`src/rtl/frame_sequencer.sv`:
```
// frame_sequencer: per-frame draw/wait/erase/update sequencer for the running-man game,
// with pause, latched game-over halt and restart.
module frame_sequencer #(
    parameter int NUM_SPRITES = 2,
    parameter int FRAME_CNT_W = 4,
    parameter int FRAME_WAIT  = 14,
    localparam int SEL_W = (NUM_SPRITES > 1) ? $clog2(NUM_SPRITES) : 1
) (
    input  logic                   clk,
    input  logic                   reset_n,
    input  logic                   bg_done,
    input  logic                   spr_done,
    input  logic                   erase_done,
    input  logic [FRAME_CNT_W-1:0] frame_count,
    input  logic                   pause,
    input  logic                   game_over,
    input  logic                   restart,
    output logic                   draw_bg,
    output logic                   ld_obj,
    output logic                   spr_draw,
    output logic [SEL_W-1:0]       spr_sel,
    output logic                   erase,
    output logic                   update,
    output logic                   frame_cnt_clr_n,
    output logic                   write_en,
    output logic                   halted
);
    typedef enum logic [2:0] {
        S_BG, S_LOAD, S_SPR, S_WAIT, S_CLR, S_ERASE, S_UPD, S_HALT
    } state_t;

    localparam logic [SEL_W-1:0]       LAST   = SEL_W'(NUM_SPRITES - 1);
    localparam logic [FRAME_CNT_W-1:0] WAIT_V = FRAME_CNT_W'(FRAME_WAIT);

    state_t           state_q;
    logic [SEL_W-1:0] sel_q;
    logic             go_q;

    // go_q is only consulted after the last sprite, so the collision frame is drawn in full
    always_ff @(posedge clk or negedge reset_n) begin
        if (!reset_n) begin
            state_q <= S_BG;
            sel_q   <= '0;
            go_q    <= 1'b0;
        end else begin
            if (game_over && state_q != S_HALT) go_q <= 1'b1;
            case (state_q)
                S_BG:    if (bg_done) state_q <= S_LOAD;
                S_LOAD:  begin
                    state_q <= S_SPR;
                    sel_q   <= '0;
                end
                S_SPR:   if (spr_done) begin
                    if (sel_q < LAST) sel_q <= sel_q + 1'b1;
                    else state_q <= go_q ? S_HALT : S_WAIT;
                end
                S_WAIT:  if (frame_count >= WAIT_V && !pause) state_q <= S_CLR;
                S_CLR:   state_q <= S_ERASE;
                S_ERASE: if (erase_done) state_q <= S_UPD;
                S_UPD:   state_q <= S_LOAD;
                S_HALT:  if (restart) begin
                    state_q <= S_BG;
                    go_q    <= 1'b0;
                end
                default: state_q <= S_BG;
            endcase
        end
    end

    assign draw_bg         = state_q == S_BG;
    assign ld_obj          = state_q == S_LOAD;
    assign spr_draw        = state_q == S_SPR;
    assign spr_sel         = sel_q;
    assign erase           = state_q == S_ERASE;
    assign update          = state_q == S_UPD;
    assign frame_cnt_clr_n = state_q != S_CLR;
    assign write_en        = draw_bg | spr_draw | erase;
    assign halted          = state_q == S_HALT;
endmodule

```
`config.mk`:
```
export PLATFORM = sky130hd
export DESIGN_NAME = frame_sequencer
export DESIGN_NICKNAME = d
export VERILOG_FILES = /design/src/rtl/frame_sequencer.sv
export SDC_FILE = /design/constraint.sdc
export NUM_CORES = 1
export LEC_CHECK = 0
export BUFFER_PORTS_ARGS = -buffer_cell sky130_fd_sc_hd__buf_4
export CAP_MARGIN = 15
export CELL_PAD_IN_SITES_DETAIL_PLACEMENT = 0
export CELL_PAD_IN_SITES_GLOBAL_PLACEMENT = 1
export CORE_MARGIN = 5
export CORE_UTILIZATION = 25
export DETAILED_ROUTE_END_ITERATION = 10
export PLACE_DENSITY = 0.75
export SYNTH_ARGS = -nofsm -noshare
export SYNTH_HDL_FRONTEND = slang
export SYNTH_SLANG_ARGS = --single-unit
```
`constraint.sdc`:
```
create_clock -name clk -period 1.2 [get_ports clk]
set_input_delay 0.3 -clock clk [delete_from_list [all_inputs] [get_ports clk]]
set_output_delay 0.3 -clock clk [all_outputs]
set_load 0.03 [all_outputs]
```
After elaboration in Yosys (flattened, before gate mapping)
Cells that the tools add are included.
- reductions and logical operators: 7
- magnitude comparators: 2
- mux-type cells: 14
- bitwise gates (word level): 2
- $add $sub $neg: 1
- equality and inequality tests: 16
- operator list (operator ; count):
    $pmux W3 S8 ; 1
    $mux W3 ; 7
    $eq A3 B3 Y1 const B ; 4
    $ne A2 B2 Y1 const B ; 6
    $eq A3 B2 Y1 const B ; 2
    $ne A3 B3 Y1 const B ; 2
    $reduce_and A6 Y1 ; 1
    $mux W1 ; 5
    $ge A4 B4 Y1 const B ; 1
    $eq A3 B1 Y1 const B ; 1
    $logic_not A3 Y1 ; 1
    $reduce_and A3 Y1 ; 1
    $logic_and A1 B1 Y1 ; 2
    $ne A2 B1 Y1 const B ; 1
    $or A1 B1 Y1 ; 2
    $pmux W1 S2 ; 1
    $reduce_bool A2 Y1 ; 1
    $add A1 B1 Y1 const B ; 1
    $logic_not A1 Y1 ; 1
    $lt A1 B1 Y1 const B ; 1
- bits in registers: 5
- word-level logic and storage cells: 45
- input bits: 12
- output and inout port bits: 9

Logic depth before layout (Yosys ltp)
- depth in word-level cells: 5
- mapped depth: 5
- gate-level depth less buffers: 4

Worst setup path before layout
OpenSTA, ideal clock, no wires.
- path kind: register to output
- start point: register state_q[2]
- end point: output port draw_bg
- buffers on the path: 2
- slack: -0.450 ns
- data arrival time: 1.350 ns
- stages on the path, launching flop included: 4
- cell sequence: dfrtp_1 > buf_6 > buf_2 > nor3_1
- longest elaborated chain between the ends: 1
- RTL lines (what ; RTL line ; text):
    from (decl) ; 35 ; state_t state_q;
    from (signal assigned) ; 55 ; else state_q <= go_q ? S_HALT : S_WAIT;
    $logic_not A3 Y1 ; 70 ; assign draw_bg = state_q == S_BG;
    to (decl) ; 18 ; output logic draw_bg,
No other way between the ends.

Worst setup path in the final report
- start point: register state_q[2]
- end point: output port update
- longest elaborated chain between the ends: 1
- RTL lines (what ; RTL line ; text):
    $eq A3 B3 Y1 ; 75 ; assign update = state_q == S_UPD;
    to (decl) ; 23 ; output logic update,
No other way between the ends.

==> impl_metrics.tcl <==
set metrics [dict create \
    status "complete, but fails checks" \
    violations "setup timing" \
    end_kind "primary output" \
    ios 21 \
    cts_root_buffer "clkbuf_4" \
    io_buffers 19 \
    ir_drop_v 0.00144 \
    final.setup_skew_ns 0.00335 \
    slew_viol_final 0 \
    fmax_mhz 670 \
    first_pass_iters 4 \
    hold_violations 0 \
    clkTransAtPathRegs_ns 0.04 \
    crit_required_ns 0.90 \
    whs_ns 0.258 \
    grt_pass1_vias 444 \
    die-area_mm2 0.00236 \
    drc 0 \
    synth_fp_nets 57 \
    start_util 0.256 \
    grt_usage 0.0939 \
    clk_latency_ns 0.24 \
    die_w_um 48.6 \
    relSlewSlack 0.838 \
    coreArea_mm2 0.00145 \
    worst_ep_arrival_time_ns 1.19 \
    avgViaCountPerCell 4.43 \
    num_rows 14 \
    p_per_area_mw_per_mm2 2780 \
    cts_tree "built" \
    postRouteAntennaNets 0 \
    worstPathMaxFanout 5 \
    finalCriticalPeriod_ns 1.49 \
    utilization 0.564 \
    drive_gt1_frac 0.718 \
    setup_slack_ns -0.293 \
    wire_per_inst_um 11.1 \
    grt.overflow.total 0 \
    cts_inserted_buffers 3 \
    place_area_um2 642 \
    netlist_area_um2 372 \
    first_iter_violations 2 \
    path_class "register to primary output" \
    grt_setup_unrepaired "true" \
    maxCapViolations 0 \
    cp-start-kind "register" \
    gp_congestion 0.736 \
    die_y_um 48.6 \
    antenna_cells 0 \
    htreeDepth 1 \
    netlist-cell-type-count 26 \
    area_delta_synth_final_pct 121 \
    tightest_slew_ns 0.242 \
    finalSetupTns_ns -2.25 \
    dpl_worst_slack_ns -0.134 \
    max-clock-path-buffers 2 \
    drt-total-wl_um 1130 \
    synth_cells 45 \
    static-leakage-power_nw 0.392 \
    ys_seq_area_frac 0.337 \
    synth_area_per_cell_um2 8.26 \
    grt_max_degree 8 \
    post-route-period-util 1.24 \
    post-route-cell-area_um2 820 \
    clock_sinks 5 \
    worstHoldPathType "primary input to register" \
    setup_viol 10 \
    ys_warn_count 0 \
    grt_pass1_wl_um 1830 \
    antenna_found_initial 0 \
    num-nets-final 98 \
    hpwl_um 840 \
    vias 447 \
    postSynthRegisterBits 5 \
]
## path summary, 6_finish.rpt
| path | from | end | slack, ns | cells after the start |
|---|---|---|---|---|
| setup / recovery | state_q[2] | update | -0.29 | 3 |
| hold / removal | restart | go_q | 0.26 | 2 |
| setup reg to reg | state_q[0] | state_q[0] | -0.12 | 6 |
| hold reg to reg | spr_sel | spr_sel | 0.49 | 1 |
| max in group asynchronous | reset_n | state_q[0] | 0.69 | 2 |
| min in group asynchronous | reset_n | go_q | 0.39 | 2 |
## cell type report
type                       instances  area [um2]
multi-input combinational         33         277
inverter                           3        13.8
clock buffer                       4        26.3
sequential                         5         128
fill                             136         634
tap                               16        20.0
timing repair buffer              40         355
## cell usage after synthesis
library cell | n | share of area
buf_6 | 2 | 0.061
nand2_1 | 8 | 0.081
inv_1 | 2 | 0.020
buf_4 | 1 | 0.020
o21ai_0 | 1 | 0.013
nor4_1 | 1 | 0.017
o32ai_2 | 1 | 0.044
o21bai_1 | 1 | 0.020
inv_2 | 1 | 0.010
dfrtp_1 | 5 | 0.34
xnor2_1 | 1 | 0.024
o21ai_1 | 2 | 0.027
nand3_1 | 2 | 0.027
nor2_1 | 2 | 0.020
nor3_1 | 1 | 0.013
o21ai_2 | 1 | 0.024
a21boi_1 | 1 | 0.020
nand2b_1 | 1 | 0.017
and3_1 | 2 | 0.034
a31oi_1 | 1 | 0.017
buf_2 | 1 | 0.013
o211ai_1 | 1 | 0.020
nor3b_2 | 1 | 0.034
a21oi_1 | 3 | 0.040
and2_4 | 1 | 0.024
nand4b_1 | 1 | 0.024
## metal layers
layer  GRT usage  vias to the layer above  wire [um]  share of wire
met4      0.0538                        0         17          0.015
met1       0.114                      195        452           0.40
met5           0                        -          0              0
met3      0.0123                        2         64          0.057
met2       0.157                       15        591           0.53
li1            -                      235          -              -
## through the flow
step,std cells,power (mW)
after CTS,97,2.08
after global routing,101,2.44
after detailed placement,90,1.69
after floorplan,45,1.24
final,101,2.28
after global placement,90,1.68
## cell families after synthesis
kind of cell	share of synthesized area
XOR/XNOR	0.0236
AND/OR/NAND/NOR	0.290
flip-flops	0.337
buffers and inverters	0.125
AO/OA/AOI/OAI	0.226
## cell usage in the layout (no fill, tap or decap), drive strengths merged, types with 2 or more instances in the layout
cell / netlist / layout
inv: 3 / 3
dfrtp: 5 / 5
nand2: 8 / 8
a21oi: 3 / 3
and3: 2 / 2
o21ai: 4 / 4
nand3: 2 / 2
nor2: 2 / 2
clkbuf: 0 / 4
buf: 4 / 39
## flip-flops by register name, indices dropped and copies added (netlist names)
| signal | flops |
|---|---|
| go_q | 1 |
| state_q | 3 |
| spr_sel | 1 |
## what timing repair did
item | CTS | global route
resized for setup | 15 | 10
hold endpoints to repair | 5 | 0
pin swaps | 3 | 6
buffers inserted | 3 | 4
setup endpoints to repair | 12 | 12
hold buffers | 1 | 0
## worst max-delay path, stage by stage (launching register included)
cell	delay, ns
dfrtp_2	0.44
buf_4	0.18
and3_2	0.17
buf_4	0.16
## power breakdown
part | switching (mW) | total (mW) | internal, mW | leakage [nW]
clock network | 0.0646 | 0.190 | 0.125 | 0.0150
registers | 0.110 | 0.358 | 0.248 | 0.0562
logic | 0.801 | 1.73 | 0.930 | 0.321
total | 0.976 | 2.28 | 1.30 | 0.392
(Power assumes the default switching activity.)
